<file path="src/rtl/tt_pkg.sv">
// Shared types and defaults for the truth-table scanner.
package tt_pkg;

    typedef enum logic [1:0] {
        IDLE = 2'd0,
        SCAN = 2'd1,
        DONE = 2'd2
    } tt_state_e;

    localparam int TT_N_IN_DEF   = 3;
    localparam int TT_SETTLE_DEF = 1;

    function automatic int tt_width(input int n);
        return 1 << n;
    endfunction

endpackage

</file>
<file path="src/rtl/tt_settle_counter.sv">
// Per-vector dwell counter: counts 0..SETTLE while enabled and strobes on the last count.
module tt_settle_counter
    import tt_pkg::*;
#(
    parameter int SETTLE = TT_SETTLE_DEF
) (
    input  logic clk,
    input  logic rst_n,
    input  logic load,
    input  logic en,
    output logic sample
);

    localparam int CW = (SETTLE > 0) ? $clog2(SETTLE + 1) : 1;
    localparam logic [CW-1:0] LAST = CW'(SETTLE);

    logic [CW-1:0] cnt;

    assign sample = en && (cnt == LAST);

    always_ff @(posedge clk or negedge rst_n) begin
        if (!rst_n) begin
            cnt <= '0;
        end else if (load) begin
            cnt <= '0;
        end else if (en) begin
            cnt <= sample ? '0 : cnt + CW'(1);
        end
    end

endmodule

</file>
<file path="src/rtl/tt_scanner.sv">
// Walks every input vector of a small combinational function, captures its
// truth table and compares it against a reference mask.
module tt_scanner
    import tt_pkg::*;
#(
    parameter int N_IN   = TT_N_IN_DEF,
    parameter int SETTLE = TT_SETTLE_DEF,
    localparam int W     = tt_width(N_IN)
) (
    input  logic            clk,
    input  logic            rst_n,
    input  logic            start,
    input  logic [W-1:0]    expected,
    output logic [N_IN-1:0] vec_out,
    input  logic            s_in,
    output logic            busy,
    output logic            done,
    output logic [W-1:0]    table_out,
    output logic            match,
    output logic [N_IN:0]   mismatch_cnt,
    output logic [N_IN-1:0] mismatch_idx
);

    tt_state_e       state;
    logic [W-1:0]    expected_q;
    logic            scan_en;
    logic            accept;
    logic            sample;
    logic            last_vec;
    logic            differs;
    logic [N_IN:0]   cnt_next;

    assign scan_en  = (state == SCAN);
    assign accept   = (state == IDLE) && start;
    assign last_vec = (vec_out == N_IN'(W - 1));
    // Case-inequality so an X/Z output is recorded as a difference in simulation.
    assign differs  = (s_in !== expected_q[vec_out]);
    assign cnt_next = mismatch_cnt + {{N_IN{1'b0}}, differs};

    tt_settle_counter #(
        .SETTLE (SETTLE)
    ) u_settle (
        .clk    (clk),
        .rst_n  (rst_n),
        .load   (accept),
        .en     (scan_en),
        .sample (sample)
    );

    // vec_out doubles as the scan index; it is forced to 0 outside SCAN.
    always_ff @(posedge clk or negedge rst_n) begin
        if (!rst_n) begin
            state        <= IDLE;
            expected_q   <= '0;
            vec_out      <= '0;
            busy         <= 1'b0;
            done         <= 1'b0;
            table_out    <= '0;
            match        <= 1'b0;
            mismatch_cnt <= '0;
            mismatch_idx <= '0;
        end else begin
            done <= 1'b0;
            case (state)
                IDLE: begin
                    if (start) begin
                        expected_q   <= expected;
                        table_out    <= '0;
                        match        <= 1'b0;
                        mismatch_cnt <= '0;
                        mismatch_idx <= '0;
                        vec_out      <= '0;
                        busy         <= 1'b1;
                        state        <= SCAN;
                    end
                end
                SCAN: begin
                    if (sample) begin
                        table_out[vec_out] <= s_in;
                        mismatch_cnt       <= cnt_next;
                        if (differs && (mismatch_cnt == '0)) begin
                            mismatch_idx <= vec_out;
                        end
                        if (last_vec) begin
                            vec_out <= '0;
                            busy    <= 1'b0;
                            done    <= 1'b1;
                            match   <= (cnt_next == '0);
                            state   <= DONE;
                        end else begin
                            vec_out <= vec_out + N_IN'(1);
                        end
                    end
                end
                DONE: begin
                    state <= IDLE;
                end
                default: begin
                    state <= IDLE;
                end
            endcase
        end
    end

endmodule

</file>
<file path="config.mk">
export PLATFORM = sky130hd
export DESIGN_NAME = tt_scanner
export DESIGN_NICKNAME = d
export VERILOG_FILES = /design/src/rtl/tt_pkg.sv /design/src/rtl/tt_settle_counter.sv /design/src/rtl/tt_scanner.sv
export SDC_FILE = /design/constraint.sdc
export NUM_CORES = 1
export LEC_CHECK = 0
export BUFFER_PORTS_ARGS = -buffer_cell sky130_fd_sc_hd__buf_4
export CORE_ASPECT_RATIO = 1.4
export CORE_MARGIN = 2
export CORE_UTILIZATION = 39
export CTS_BUF_LIST = sky130_fd_sc_hd__clkbuf_8
export DETAILED_ROUTE_END_ITERATION = 8
export PLACE_DENSITY_LB_ADDON = 0.08
export SKIP_CTS_REPAIR_TIMING = 1
export SYNTH_ARGS = -nofsm -noshare
export SYNTH_HDL_FRONTEND = slang
export SYNTH_SLANG_ARGS = --single-unit
</file>
<file path="constraint.sdc">
create_clock -name clk -period 2.7 [get_ports clk]
set_input_delay 0.405 -clock clk [delete_from_list [all_inputs] [get_ports clk]]
set_output_delay 0.405 -clock clk [all_outputs]
set_load 0.02 [all_outputs]
</file>
==> results of run 1 <==
## state kept, by name, summed over array words and instances, names as in the netlist
register / flops
vec_out: 3
busy: 1
state: 2
match: 1
expected_q: 8
table_out: 8
u_settle.cnt: 1
mismatch_cnt: 4
mismatch_idx: 3
done: 1
## routing by layer
layer	GRT usage [%]	vias to the layer above
met5	0	-
met2	28.3	35
met3	4.38	5
met4	5.58	0
met1	19.8	632
li1	-	624
## layout by cell type, fill, tap and decap left out, types with 2 or more instances in the layout
cell	n
a22o_1	2
dfrtp_2	2
o31ai_1	2
nand2_1	13
buf_4	39
mux2i_1	4
clkbuf_8	7
or3b_1	2
a21oi_1	2
o32ai_1	3
nand3_1	5
inv_1	7
a21oi_2	2
nor2_1	7
mux2_2	8
ha_1	3
a31oi_1	6
o21ai_0	22
and2_1	2
nor3b_1	2
a211oi_1	2
xnor2_1	3
dfrtp_1	30
## cell usage after synthesis, types with 2 or more instances
master | instances | area share, %
a211oi_1 | 3 | 1.4
a21oi_1 | 3 | 0.93
a22o_1 | 2 | 1.1
a31oi_1 | 6 | 2.3
and2_1 | 2 | 0.78
buf_6 | 3 | 2.1
clkbuf_1 | 5 | 1.2
dfrtp_1 | 32 | 50
ha_1 | 4 | 3.1
inv_1 | 7 | 1.6
mux2_2 | 8 | 5.6
mux2i_1 | 4 | 2.5
nand2_1 | 13 | 3.0
nand3_1 | 5 | 1.6
nor2_1 | 7 | 1.6
nor3b_1 | 2 | 0.93
o21ai_0 | 23 | 7.2
o31ai_1 | 2 | 0.93
o32ai_1 | 3 | 1.6
or3b_1 | 2 | 1.1
xnor2_1 | 3 | 1.6
## final cells by class
type / count / area (sq um)
inverters: 8 / 30.0
flip-flops and latches: 32 / 803
clock buffers: 7 / 96.3
multi-input cells: 104 / 721
fillers: 378 / 1940
well taps: 43 / 53.8
repair buffers: 40 / 305
## where the power goes
part / internal, mW / total (mW) / switching [mW]
Combinational: 0.572 / 1.28 / 0.705
Clock: 0.227 / 0.389 / 0.162
Sequential: 0.676 / 0.808 / 0.133
Total: 1.47 / 2.48 / 1.00
## metrics by stage
step / worst slack (ns) / utilization [%] / instance area [sq um] / cells
2_1_floorplan: 0.000161 / - / 1620 / 154
3_3_place_gp: 0.0943 / 47.5 / 1880 / 225
3_5_place_dp: 0.0403 / 47.5 / 1880 / 225
4_1_cts: 0.0307 / 50.0 / 1980 / 232
5_1_grt: 0.0122 / 50.8 / 2010 / 234
6_report: 0.123 / 50.8 / 2010 / 234
## how the worst min path moves through the flow
stage          start                           to  slack (ns)
4_1_cts        rst_n            match$_DFFE_PN0P_        0.07
3_3_place_gp   rst_n  mismatch_cnt[3]$_DFFE_PN0P_        0.36
6_report       rst_n  mismatch_cnt[3]$_DFFE_PN0P_        0.05
2_1_floorplan  rst_n             busy$_DFFE_PN0P_        0.11
3_5_place_dp   rst_n            match$_DFFE_PN0P_        0.37
5_1_grt        rst_n  mismatch_cnt[2]$_DFFE_PN0P_        0.08
## critical path, cell delays in order (launching register included)
cell and delay [ns]:
dfrtp_2 0.45, or3b_1 0.38, a21oi_2 0.17, a211oi_2 0.06, xnor2_1 0.15, ha_2 0.18
ha_1 0.22, xor2_1 0.18, or4_1 0.42, o41ai_2 0.27
## kinds of logic (layout without fill, tap and decap cells)
| family | after synthesis | after routing | synth area share [%] |
|---|---|---|---|
| muxes | 13 | 13 | 9.03 |
| adders and majority gates | 4 | 4 | 3.12 |
| DFF | 32 | 32 | 49.8 |
| xor gates and xnor gates | 4 | 4 | 2.18 |
| and+or+nand+nor | 38 | 38 | 12.0 |
| buffers and inverters | 18 | 55 | 6.70 |
| AOI/OAI and AO/OA | 45 | 45 | 17.1 |
==> metrics.yaml, run 1 <==
outcome:
  status: "finished clean"
sta:
  fin_crit_sh_pct: 95.5
  setup_viol: 0
  clock_skew_ns: 0.00400
  whs_ns: 0.0513
  relSlewSlack_pct: 59.9
  hold_viol: 0
  worstMarginPinSlew_ns: 0.596
  rsz0062_at_grt: "no"
  final-max-slew-violation-count: 0
  final.setup.tns_ns: 0
  clock.fmax_ghz: 0.388
  fin_crit_ns: 2.58
cts:
  cts_max_path_buffers: 2
  cts_max_level: 2
  clk_pin_slew_ns: 0.06
  insertion_delay_ns: 0.28
  cts.sinks: 32
  clockRootBuffer: "clkbuf_8"
  cts_tree: "built"
  numCtsBuffers: 5
synth:
  ys.flop_type: "dfrtp_1"
  syn_nets: 170
  synthArstFlopShare_pct: 100
  avgSynthCellArea_sq_um: 10.4
  yosys.cell_types.count: 36
  ys_seq_area_share_pct: 49.8
  syn-instance-count: 154
  yosysWarnings: 0
  synth-seq-cells: 32
  synth_area_sq_um: 1610
  synth_edf_count: 0
setup_path:
  endpoint: "match$_DFFE_PN0P_"
  r2r-end: "match$_DFFE_PN0P_"
  worstPathRequired_ns: 2.88
  cp-end-kind: "flip-flop"
  ff2ff_setup_slack_ns: 0.12
  timing.rr.start: "vec_out[1]$_DFFE_PN0P_"
  cp.arrival_ns: 2.76
  start_kind: "flip-flop"
  path_class: "reg -> reg"
  rr_worst_depth: 9
  setup.worst_path.start: "vec_out[1]$_DFFE_PN0P_"
  cp_max_fo: 6
detailed_routing:
  wl_per_cell_microns: 14.9
  ant_nets: 0
  wl_met1_mm: 1.40
  top_layer: "met4"
  vias_per_cell: 5.54
  wl_met3_microns: 166
  met2WireLength_mm: 1.88
  routed_wl_mm: 3.48
  first_pass_iters: 4
  drcViolationCount: 0
  drt_iter0_drc: 27
  via_count: 1296
global_route:
  overflow: 0
  antenna_found_initial: 0
  grt_max_degree: 33
  grt_usage_pct: 16.6
  grt_pass1_wl_mm: 5.83
  grt_pass1_vias: 1239
final_layout:
  drive_gt1_share_pct: 34.0
  area_delta_synth_final_pct: 25.1
  nNetsFinal: 207
  n_antenna_cell: 0
power_and_ir_drop:
  finalPower_mw: 2.48
  powerDensity_nw_per_um2: 1230
  vdd_drop_max_v: 0.000558
  power.leakage_nw: 0.948
worst_hold_path:
  hold_class: "in -> async"
placement:
  hpwl_mm: 2.60
  io_buffer_count: 32
  gp_congestion: 0.785
die:
  num_io_pins: 33
  start_util_pct: 40.6
  die_h_microns: 79.9
  coreArea_sq_um: 3950
  die_area_sq_um: 4660
  num_rows: 27
  dieWidth_microns: 58.2
flow_run:
  drv.max_cap_violation_count: 0
Power figures use the tool's default switching activity.
==> inputs of run 2 (changes only) <==
SETUP_SLACK_MARGIN = 0.5   (was not set)
==> metrics.yaml, run 2 (synthesis results as in run 1) <==
final_layout:
  area_delta_synth_final_pct: 25.7
  nNetsFinal: 209
  layout_common_cells: "buf_4, dfrtp_1, o21ai_0, nand2_1, inv_1"
  n_antenna_cell: 0
  fillers: 370
  final_common_cell: "buf_4"
  top_regs: "expected_q x8, table_out x8, mismatch_cnt x4"
  drive_gt1_share_pct: 35.6
detailed_routing:
  drcViolationCount: 0
  routed_wl_mm: 3.63
  top_layer: "met4"
  ant_nets: 0
  wl_met1_mm: 1.51
  met2WireLength_mm: 1.93
  wl_per_cell_microns: 15.3
  drt_iter0_drc: 31
  via_count: 1306
  wl_met3_microns: 160
  first_pass_iters: 4
  vias_per_cell: 5.51
sta:
  rsz0062_at_grt: "yes"
  fin_crit_sh_pct: 91.7
  whs_ns: 0.0546
  setup_viol: 0
  final.setup.tns_ns: 0
  final-max-slew-violation-count: 0
  worstMarginPinSlew_ns: 0.565
  hold_viol: 0
  relSlewSlack_pct: 62.0
  clock_skew_ns: 0.00615
  fin_crit_ns: 2.47
  clock.fmax_ghz: 0.404
cts:
  clk_pin_slew_ns: 0.07
  cts_max_path_buffers: 2
  insertion_delay_ns: 0.28
  cts_tree: "built"
  numCtsBuffers: 5
  cts_max_level: 2
  cts.sinks: 32
  clockRootBuffer: "clkbuf_8"
placement:
  hpwl_mm: 2.61
  gp_congestion: 0.752
  io_buffer_count: 32
power_and_ir_drop:
  vdd_drop_max_v: 0.000591
  seqPwrFrac_pct: 33.3
  power.leakage_nw: 0.945
  swShare_pct: 41.7
  p_int_mw: 1.45
  power.net_switching_mw: 1.04
  powerDensity_nw_per_um2: 1230
  pwr-share-clk_pct: 13.7
  combPwrFrac_pct: 53.0
global_route:
  antenna_found_initial: 0
  overflow: 0
  grt_usage_pct: 16.8
  grt_pass1_wl_mm: 6.02
  grt_pass1_vias: 1300
  grt_max_degree: 33
die:
  num_rows: 27
  die_h_microns: 79.9
  die_area_sq_um: 4660
  coreArea_sq_um: 3950
  num_io_pins: 33
  dieWidth_microns: 58.2
  start_util_pct: 40.6
setup_path:
  cp_max_fo: 6
  timing.critical_path.mode_cell: "a211oi_2"
  cp-end-kind: "flip-flop"
  cp.arrival_ns: 2.65
  slowest_delay_ns: 0.51
  start_kind: "flip-flop"
  cpMaxStageDelayCell: "or4_1"
  worstPathRequired_ns: 2.88
  crit_chain: "mux2i_2 > a211oi_2 > a211oi_2 > xnor2_1 > ha_2 > ha_4 > or4_1 > o41ai_2"
  path_class: "reg -> reg"
outcome:
  status: "finished clean"
flow_run:
  drv.max_cap_violation_count: 0
worst_hold_path:
  hold_class: "in -> async"
[run 2: per-stage QoR]
| stage | power, mW | utilization (%) | instances | instance area, sq um | worst slack [ns] |
|---|---|---|---|---|---|
| 3_5_place_dp | 2.07 | 47.5 | 223 | 1880 | 0.0988 |
| 4_1_cts | 2.41 | 49.6 | 231 | 1960 | 0.0864 |
| 5_1_grt | 2.68 | 51.1 | 237 | 2020 | 0.112 |
| 3_3_place_gp | 2.03 | 47.5 | 223 | 1880 | 0.205 |
| 2_1_floorplan | 1.69 | - | 154 | 1630 | 0.140 |
| 6_report | 2.48 | 51.1 | 237 | 2020 | 0.225 |
[run 2: final timing paths]
check,start,end,slack (ns),cells after the start
max reg2reg,vec_out[1]$_DFFE_PN0P_,match$_DFFE_PN0P_,0.23,8
min in group clk,expected[4],expected_q[4]$_DFFE_PN0P_,0.35,2
min reg2reg,table_out[6]$_DFFE_PN0P_,table_out[6]$_DFFE_PN0P_,0.51,2
min,rst_n,match$_DFFE_PN0P_,0.05,1
max,vec_out[1]$_DFFE_PN0P_,match$_DFFE_PN0P_,0.23,8
max in group asynchronous,rst_n,vec_out[1]$_DFFE_PN0P_,2.33,1
[run 2: cell type report]
cell class | instances | area, sq um | share of cell area [%]
Clock inverter | 3 | 12.5 | 0.620
Multi-Input combinational cell | 104 | 738 | 36.6
Sequential cell | 32 | 803 | 39.8
Clock buffer | 5 | 68.8 | 3.41
Timing Repair Buffer | 42 | 313 | 15.5
Inverter | 8 | 30.0 | 1.49
Tap cell | 43 | 53.8 | 2.66
[run 2: critical path, delay by kind of cell (launching register included)]
| family | cells | cell delay [ns] |
|---|---|---|
| adder cells (fa/ha/maj) | 2 | 0.42 |
| AO/OA/AOI/OAI | 3 | 0.60 |
| XOR/XNOR | 1 | 0.16 |
| AND/OR/NAND/NOR | 1 | 0.51 |
| multiplexers | 1 | 0.25 |
| flip-flops | 1 | 0.43 |
[run 2: per-layer routing]
| metal | global-route usage, % | vias to the layer above |
|---|---|---|
| li1 | - | 631 |
| met1 | 19.4 | 636 |
| met2 | 30.1 | 35 |
| met3 | 3.89 | 4 |
| met4 | 4.88 | 0 |
| met5 | 0 | - |
[run 2: power by group through the flow]
stage | sequential (mW) | combinational, mW | clock [mW]
final | 0.827 | 1.32 | 0.339
after CTS | 0.841 | 1.22 | 0.353
after detailed placement | 0.851 | 1.22 | 0
after global routing | 0.856 | 1.45 | 0.370
after floorplan | 0.938 | 0.756 | 0
after global placement | 0.840 | 1.19 | 0
==> inputs of run 3 (changes only) <==
PLACE_DENSITY = 0.63   (was not set)
PLACE_DENSITY_LB_ADDON = not set   (was 0.08)
SKIP_LAST_GASP = 1   (was not set)
==> metrics.yaml, run 3 (synthesis results as in run 1) <==
sta:
  final-max-slew-violation-count: 0
  rsz0062_at_grt: "yes"
  fin_crit_sh_pct: 93.4
  relSlewSlack_pct: 63.6
  whs_ns: 0.0545
  clock_skew_ns: 0.00950
  setup_viol: 0
  final.setup.tns_ns: 0
  worstMarginPinSlew_ns: 0.542
  clock.fmax_ghz: 0.396
  hold_viol: 0
  fin_crit_ns: 2.52
global_route:
  grt_max_degree: 33
  grt_pass1_wl_mm: 5.94
  grt_pass1_vias: 1243
  antenna_found_initial: 0
  grt_use_met1_pct: 19.1
  grt_use_met2_pct: 30.2
  grt_most_used_layer: "met2"
  met3_usage_pct: 4.21
  overflow: 0
  grt_usage_pct: 17.0
die:
  num_io_pins: 33
  die_h_microns: 79.9
  coreArea_sq_um: 3950
  dieWidth_microns: 58.2
  start_util_pct: 40.6
  num_rows: 27
  die_area_sq_um: 4660
setup_path:
  slowest_delay_ns: 0.51
  cp_top_family: "simple AND/OR/NAND/NOR gates"
  path_class: "reg -> reg"
  timing.rr.start: "vec_out[1]$_DFFE_PN0P_"
  start_kind: "flip-flop"
  setup.worst_path.start: "vec_out[1]$_DFFE_PN0P_"
  cp_max_fo: 8
  crit_chain: "or3b_1 > a21oi_2 > a211oi_2 > xnor2_1 > ha_2 > ha_4 > or4_1 > o41ai_2"
  cp.arrival_ns: 2.71
  cp-end-kind: "flip-flop"
  worstPathRequired_ns: 2.88
  cpMaxStageDelayCell: "or4_1"
  critPathBufInv: 0
detailed_routing:
  first_pass_iters: 4
  via_count: 1313
  drcViolationCount: 0
  ant_nets: 0
  wl_per_cell_microns: 15.1
  drt_iter0_drc: 46
  vias_per_cell: 5.61
  routed_wl_mm: 3.53
final_layout:
  top_regs: "expected_q x8, table_out x8, mismatch_cnt x4"
  final_common_cell: "buf_4"
  drive_gt1_share_pct: 34.0
  fin_util_pct: 50.6
  postLayoutCellArea_sq_um: 2000
  nNetsFinal: 206
  n_antenna_cell: 0
  area_delta_synth_final_pct: 24.6
  layout_common_cells: "buf_4, dfrtp_1, o21ai_0, nand2_1, inv_1"
  fillers: 364
cts:
  cts_tree: "built"
  insertion_delay_ns: 0.28
  cts_max_level: 2
  cts_max_path_buffers: 2
  clockRootBuffer: "clkbuf_8"
  numCtsBuffers: 5
  clk_pin_slew_ns: 0.07
  cts.sinks: 32
placement:
  place_area_sq_um: 1880
  io_buffer_count: 32
  gp_congestion: 0.786
  hpwl_mm: 2.59
outcome:
  status: "finished clean"
power_and_ir_drop:
  power.leakage_nw: 0.934
  finalPower_mw: 2.48
  vdd_drop_max_v: 0.000581
  powerDensity_nw_per_um2: 1240
flow_run:
  drv.max_cap_violation_count: 0
worst_hold_path:
  hold_class: "in -> async"
-- run 3: layout make-up --
type,instances,area [sq um],share of cell area [%]
inverter,8,30.0,1.50
multi-input combinational,104,732,36.6
tap,43,53.8,2.69
clock inverter,2,7.51,0.375
clock buffer,6,82.6,4.13
timing repair buffer,39,293,14.6
sequential,32,803,40.1
-- run 3: where the power goes --
group / total [mW] / switching [mW] / internal, mW
Sequential: 0.825 / 0.150 / 0.676
Combinational: 1.28 / 0.704 / 0.577
Clock: 0.372 / 0.171 / 0.200
Total: 2.48 / 1.03 / 1.45
-- run 3: through the flow --
step                      setup WS [ns]  std cells
after floorplan                   0.140        154
after global placement            0.214        223
after detailed placement          0.119        223
after CTS                         0.107        231
after global routing             0.0320        234
final                             0.178        234
-- run 3: path summary, 6_finish.rpt --
path,depth (start not counted),end,slack (ns)
worst max-delay path,8,match$_DFFE_PN0P_,0.18
worst min-delay path,1,vec_out[1]$_DFFE_PN0P_,0.05
worst max register to register,8,match$_DFFE_PN0P_,0.18
worst min register to register,1,expected_q[3]$_DFFE_PN0P_,0.50
max in group asynchronous,1,vec_out[0]$_DFFE_PN0P_,2.33
min in group clk,2,expected_q[7]$_DFFE_PN0P_,0.36
-- run 3: worst reg2reg max path: stages, from the launching register on --
cell and delay, ns:
dfrtp_2 0.47, or3b_1 0.40, a21oi_2 0.18, a211oi_2 0.07, xnor2_1 0.17, ha_2 0.22
ha_4 0.20, or4_1 0.51, o41ai_2 0.21
-- run 3: metal layers --
| layer | vias to the layer above | part of all wire (%) |
|---|---|---|
| met2 | 49 | 51 |
| met1 | 634 | 41 |
| met4 | 0 | 2.7 |
| met3 | 10 | 5.6 |
| met5 | - | 0 |
| li1 | 620 | - |
